===== src/rtl/arb_pkg.sv =====
// Shared types for the unified memory port arbiter: FSM states and owner encoding.
// Owner encoding doubles as the mem_sel path-select value.
package arb_pkg;

  typedef enum logic {
    IDLE = 1'b0,
    BUSY = 1'b1
  } state_t;

  localparam logic OWN_IF = 1'b0;
  localparam logic OWN_DM = 1'b1;

endpackage


===== src/rtl/arb_latency_ctr.sv =====
// Memory latency counter: start loads 1, enable increments, clear returns to 0.
// done flags the cycle in which the count equals MEM_LATENCY.
module arb_latency_ctr #(
  parameter int MEM_LATENCY = 2,
  parameter int CW = $clog2(MEM_LATENCY + 1)
) (
  input  logic clk,
  input  logic rst,
  input  logic start,
  input  logic en,
  input  logic clr,
  output logic done
);

  logic [CW-1:0] count_q;

  always_ff @(posedge clk or posedge rst) begin
    if (rst) begin
      count_q <= '0;
    end else if (clr) begin
      count_q <= '0;
    end else if (start) begin
      count_q <= CW'(1);
    end else if (en) begin
      count_q <= count_q + CW'(1);
    end
  end

  assign done = (count_q == CW'(MEM_LATENCY));

endmodule


===== src/rtl/mem_port_arbiter.sv =====
// Arbitrates the unified memory port between IF and DM; define ARB_ROUND_ROBIN_EN for
// round-robin on simultaneous requests (default: fixed DM-over-IF priority).
// Handshake: a requester holds *_req (and its fields) until it sees *_gnt high in a cycle;
// the fields are captured on that edge, and *_rvalid pulses for one cycle MEM_LATENCY later.
module mem_port_arbiter
  import arb_pkg::*;
#(
  parameter int MEM_LATENCY = 2,
  parameter int ADDR_W = 32,
  parameter int DATA_W = 32
) (
  input  logic              clk,
  input  logic              rst,
  input  logic              if_req,
  input  logic [ADDR_W-1:0] if_addr,
  output logic              if_gnt,
  output logic              if_rvalid,
  output logic [DATA_W-1:0] if_rdata,
  input  logic              dm_req,
  input  logic              dm_we,
  input  logic [ADDR_W-1:0] dm_addr,
  input  logic [DATA_W-1:0] dm_wdata,
  output logic              dm_gnt,
  output logic              dm_rvalid,
  output logic [DATA_W-1:0] dm_rdata,
  output logic              mem_en,
  output logic              mem_we,
  output logic              mem_sel,
  output logic [ADDR_W-1:0] mem_addr,
  output logic [DATA_W-1:0] mem_wdata,
  input  logic [DATA_W-1:0] mem_rdata,
  output logic              state_dbg
);

  state_t state_q, state_d;
  logic   owner_q;
  logic   grant;
  logic   win_dm;
  logic   done;
  logic   busy;

  assign busy = (state_q == BUSY);

`ifdef ARB_ROUND_ROBIN_EN
  // Records who was granted last; reset value IF lets DM win the first tie.
  logic rr_last_q;

  always_comb begin
    win_dm = dm_req && (!if_req || (rr_last_q == OWN_IF));
  end

  always_ff @(posedge clk or posedge rst) begin
    if (rst) begin
      rr_last_q <= OWN_IF;
    end else if (grant) begin
      rr_last_q <= win_dm ? OWN_DM : OWN_IF;
    end
  end
`else
  always_comb begin
    win_dm = dm_req;
  end
`endif

  always_comb begin
    state_d = state_q;
    grant   = 1'b0;
    if_gnt  = 1'b0;
    dm_gnt  = 1'b0;
    case (state_q)
      IDLE: begin
        // Grants are suppressed while reset is asserted so every output reads 0.
        if ((if_req || dm_req) && !rst) begin
          grant   = 1'b1;
          if_gnt  = !win_dm;
          dm_gnt  = win_dm;
          state_d = BUSY;
        end
      end
      BUSY: begin
        if (done) begin
          state_d = IDLE;
        end
      end
      default: state_d = IDLE;
    endcase
  end

  always_ff @(posedge clk or posedge rst) begin
    if (rst) begin
      state_q <= IDLE;
    end else begin
      state_q <= state_d;
    end
  end

  always_ff @(posedge clk or posedge rst) begin
    if (rst) begin
      owner_q   <= OWN_IF;
      mem_en    <= 1'b0;
      mem_we    <= 1'b0;
      mem_addr  <= '0;
      mem_wdata <= '0;
    end else begin
      mem_en <= grant;
      if (grant) begin
        owner_q   <= win_dm ? OWN_DM : OWN_IF;
        mem_addr  <= win_dm ? dm_addr : if_addr;
        mem_we    <= win_dm && dm_we;
        mem_wdata <= win_dm ? dm_wdata : '0;
      end
    end
  end

  arb_latency_ctr #(
    .MEM_LATENCY(MEM_LATENCY)
  ) u_latency_ctr (
    .clk  (clk),
    .rst  (rst),
    .start(grant),
    .en   (busy && !done),
    .clr  (busy && done),
    .done (done)
  );

  assign mem_sel   = owner_q;
  assign if_rvalid = busy && done && (owner_q == OWN_IF);
  assign dm_rvalid = busy && done && (owner_q == OWN_DM);
  assign if_rdata  = mem_rdata;
  assign dm_rdata  = mem_rdata;
  assign state_dbg = state_q;

endmodule


===== config.mk =====
export PLATFORM = sky130hd
export DESIGN_NAME = mem_port_arbiter
export DESIGN_NICKNAME = d
export VERILOG_FILES = /design/src/rtl/arb_pkg.sv /design/src/rtl/arb_latency_ctr.sv /design/src/rtl/mem_port_arbiter.sv
export SDC_FILE = /design/constraint.sdc
export NUM_CORES = 1
export LEC_CHECK = 0
export ABC_AREA = 1
export BUFFER_PORTS_ARGS = -buffer_cell sky130_fd_sc_hd__buf_2
export CORE_AREA = 4 4 102 104
export DETAILED_ROUTE_END_ITERATION = 16
export DIE_AREA = 0 0 106 108
export HOLD_SLACK_MARGIN = 0.05
export PLACE_DENSITY_LB_ADDON = 0.25
export SLEW_MARGIN = 20
export SYNTH_ARGS = -nofsm -noshare
export SYNTH_HDL_FRONTEND = slang
export SYNTH_SLANG_ARGS = --single-unit

===== constraint.sdc =====
create_clock -name clk -period 6.4 [get_ports clk]
set_input_delay 0.64 -clock clk [delete_from_list [all_inputs] [get_ports clk]]
set_output_delay 0.64 -clock clk [all_outputs]
set_load 0.05 [all_outputs]

# Yosys cells after proc, flatten, opt, wreduce, memory -nomap -nowiden
# Index checks and enable logic that the tools add are counted.
# word_totals
latch_bits	0
wordCells	36
ramBits	0
romBits	0
register_bits	70
inputBits	133
output_inout_bits	136
memories	0
# op_classes
reduce_logical	11
add_sub_neg	1
shift	0
n_eq_ne	1
n_mul	0
n_bitwise	2
n_mux	14
n_lt_le_gt_ge	0
n_div	0
# op_table
cell	count
two-way mux 32 bit	2
two-way mux 1 bit	8
logical AND 1 bit	6
two-way mux 2 bit	3
logical NOT 1 bit	3
nonzero test 3 bit	1
adder 2 x 1 -> 2 bit, second input constant	1
equality test 2 bit, second input constant	1
inverter 1 bit	2
one-hot mux 1 bit (2 select lines)	1
logical OR 1 bit	1

# Logic depth before layout (Yosys ltp)
# depth
word_depth	6
ltp_mapped	7
mapped_depth_nobuf	5

# Hierarchy
# A second synthesis with hierarchy kept.
# unflattened
hier_cells	488
area_unflattened_um2	3661.0
# by_module_without_submodules
module	area_each_um2	cells_each	seq_area_each_um2	instances
mem_port_arbiter	3530.9	469	1701.6	1
arb_latency_ctr	130.1	19	50.0	1

# Least setup slack after synthesis
# No wires, ideal clock.
# synth_path
kind	input to output
startpoint	input rst
endpoint	output if_gnt
n_path_buf	1
t_required_ns	5.760
path_stages	4
slack_ns	2.428
arrival_time_ns	3.332
cell_sequence	inv_1 -> nand3_2 -> buf_4 -> nor2_1
# synth_via
elab_chain_cells	4
# synth_rtl
item	line_no	rtl
start: declaration	mem_port_arbiter.sv:13	input logic rst,
logical NOT 1 bit (no line)	--	
logical AND 1 bit	mem_port_arbiter.sv:73	if ((if_req || dm_req) && !rst) begin
two-way mux 1 bit	mem_port_arbiter.sv:73	
two-way mux 1 bit	mem_port_arbiter.sv:70	case (state_q)
end: declaration	mem_port_arbiter.sv:16	output logic if_gnt,
# Every way passes these cells.

# Final worst setup path
# layout_path
startpoint	input dm_req
endpoint	output if_gnt
# layout_via
elab_chain_cells	4
elab_cells_between_ends	5
cone_classes	mux (2); reduce/logical (3)
# layout_rtl
item	line_no	rtl
start: declaration	mem_port_arbiter.sv:19	input logic dm_req,
logical OR 1 bit	mem_port_arbiter.sv:73	
logical AND 1 bit	mem_port_arbiter.sv:73	
two-way mux 1 bit (*)	mem_port_arbiter.sv:73	
two-way mux 1 bit (*)	mem_port_arbiter.sv:70	
# Every way passes the cells marked *; elsewhere a longest branch is shown, timed or not.

==> impl_metrics.json <==
{
  "status": "finished, final reports clean",
  "port_buffers": 172,
  "arrival_ns": 2.41,
  "numCtsBuffers": 9,
  "swShare": 0.5568,
  "syn_area_per_cell_um2": 7.260,
  "diodes": 0,
  "clockPowerShare": 0.124,
  "ys_seq_area_frac": 0.4379,
  "syn2layout_area_growth_pct": 13.70,
  "max_stage_delay_ns": 0.53,
  "cts_tree": "yes",
  "gp_congestion": 0.7648,
  "grt_pass1_wl_um": 16430,
  "slew_viol_final": 0,
  "seqPwrFrac": 0.314,
  "initial_utilization": 0.4189,
  "setup_viol": 0,
  "drt_iter0_drc": 173,
  "finalCritPeriodShare": 0.4763,
  "clock-root-buffer": "clkbuf_8",
  "core_um2": 9549,
  "internal_power_mw": 1.088,
  "worstHoldPathType": "input pin to asynchronous set/reset pin",
  "holdWs_ns": 0.2937,
  "rsz0062_at_grt": "false",
  "end_kind": "output pin",
  "regArea_um2": 1752,
  "ys_ff_latch": 70,
  "startpoint_type": "input pin",
  "comb_power_share": 0.562,
  "drv_cap": 0,
  "rows": 36,
  "chipWidth_um": 106,
  "routed_wirelength_um": 10080,
  "ys_top_cells_by_area": "dfrtp_1 44%, nand2_1 25%, buf_4 14%",
  "finalHoldViolations": 0,
  "synthFlopType": "dfrtp_1",
  "drt_pass1_iterations": 4,
  "synth_top_area_frac": 0.4379,
  "ant_nets": 0,
  "yosys_warnings": 0,
  "maxSlewHeadroom": 0.5240,
  "clock_path_buffers": 2,
  "wire_per_inst_um": 12.91,
  "pin_count": 269,
  "syn_area_um2": 4000,
  "finalPower_mw": 2.455,
  "crit_chain": "buf_2 > buf_4 > inv_2 > nand2_1 > nand3_2 > nor2_1 > buf_2",
  "clock-sinks": 70,
  "fill_cells": 1026,
  "synth_edf_count": 0,
  "holdBufCountCts": 0,
  "vdd_ir_drop_max_mv": 0.2238,
  "netSwitchingPower_mw": 1.367,
  "p_leak_nw": 2.988,
  "synthCells": 551,
  "dp.cells": 765,
  "track_usage": 0.1772,
  "cts_resized": 0,
  "postCtsSetupRepairBufs": 0,
  "yosysUniqueCellTypes": 18,
  "grt_max_degree": 70,
  "multi_input_area_um2": 1405,
  "synth_common_cells": "265 x nand2_1, 72 x buf_4, 70 x dfrtp_1",
  "tightest_slew_ns": 0.7140,
  "cp.buffers_inverters": 4,
  "cp.required_ns": 5.76,
  "yosys.cell_count.top_type": "nand2_1",
  "instances_no_fill": 781,
  "min_period_ns": 3.048,
  "layout-drive-gt1-share": 0.3040,
  "dp_hpwl_um": 6997,
  "vias_per_cell": 4.506,
  "clock_skew_ns": 0.003078,
  "gr-total-overflow": 0,
  "syn_nets": 685,
  "grt_pass1_vias": 3433,
  "num_vias": 3519,
  "die_h_um": 108,
  "crit_family": "buffers and inverters",
  "ys_async_sr_fraction": 1.000,
  "antenna_found_initial": 1,
  "path_clk_slew_ns": 0.07,
  "cp_max_fo": 69,
  "max_freq_ghz": 0.3281,
  "worstSkewPairLatency_ns": 0.33,
  "dieArea_um2": 11450,
  "cts_htree_levels": 3,
  "cp_slowest_cell": "buf_4",
  "yosys.area.top_type": "dfrtp_1",
  "drc": 0,
  "worst-setup-path-type": "input pin to output pin",
  "crit_top_cell": "buf_2",
  "setup_tns_ns": 0,
  "nets": 777,
  "cellPowerDensity_nw_per_um2": 539.7
}
registers in the layout, summed over array words and instances (netlist names):
name and flops:
mem_sel 1, mem_en 1, state_dbg 1, mem_addr 32
mem_wdata 32, u_latency_ctr.count_q 2, mem_we 1
layout by cell type (no fill, tap or decap), drive strengths merged:
cell type,instances
nand2,265
buf,177
dfrtp,70
nand3,68
inv,41
clkbuf,12
nor2,5
clkinv,4
o21ai,2
nand4,1
nand3b,1
ha,1
clkinvlp,1
worst reg2reg max path, stage by stage (launching register included):
cell and delay (ns):
dfrtp_1 0.42, inv_2 0.07, nand3_2 0.08, buf_4 0.59
o21ai_0 0.19
routing by layer:
metal / GRT usage / vias to the layer above / wire length [µm]
met5: 0 / - / 7
met4: 0.06013 / 2 / 163
met3: 0.04418 / 25 / 807
met1: 0.2309 / 1573 / 4387
met2: 0.2901 / 138 / 4716
li1: - / 1781 / -
stage by stage:
step / cell area, µm² / setup WS (ns) / util
5_1_grt: 4548 / 3.164 / 0.4763
3_5_place_dp: 4380 / 3.321 / 0.4587
6_report: 4548 / 3.352 / 0.4763
4_1_cts: 4548 / 3.314 / 0.4763
2_1_floorplan: 4000 / 2.428 / -
3_3_place_gp: 4380 / 3.313 / 0.4587
power groups by stage:
stage / clock network [mW] / registers (mW) / logic, mW
floorplan: 0 / 1.48 / 0.451
global placement: 0 / 0.776 / 1.37
detailed placement: 0 / 0.775 / 1.39
CTS: 0.318 / 0.772 / 1.39
global route: 0.343 / 0.795 / 1.48
finish: 0.305 / 0.770 / 1.38
final timing paths:
path                          startpoint             to  slack [ns]  cells after the start
hold / removal                       rst        mem_sel        0.29                      2
setup / recovery                  dm_req         if_gnt        3.35                      7
max in group asynchronous            rst         mem_we        5.14                      3
hold reg to reg            mem_wdata[26]  mem_wdata[26]        0.48                      2
setup reg to reg               state_dbg      state_dbg        4.91                      4
min in group clk           mem_wdata[26]  mem_wdata[26]        0.48                      2
cell families (layout without fill, tap and decap cells):
group,Yosys count,in the layout,synth area share
buf+inv,138,235,0.2108
flops,70,70,0.4379
simple gates,340,340,0.3456
fa+ha+maj,1,1,0.003127
compound gates,2,2,0.002502
layout make-up:
| cell class | count | share of cell area |
|---|---|---|
| clock inverters | 4 | 0.004952 |
| inverters | 42 | 0.03494 |
| flip-flops and latches | 70 | 0.3851 |
| multi-input cells | 343 | 0.3089 |
| repair buffers | 177 | 0.1975 |
| well taps | 133 | 0.03659 |
| clock buffers | 12 | 0.03191 |
(Power assumes the default switching activity.)
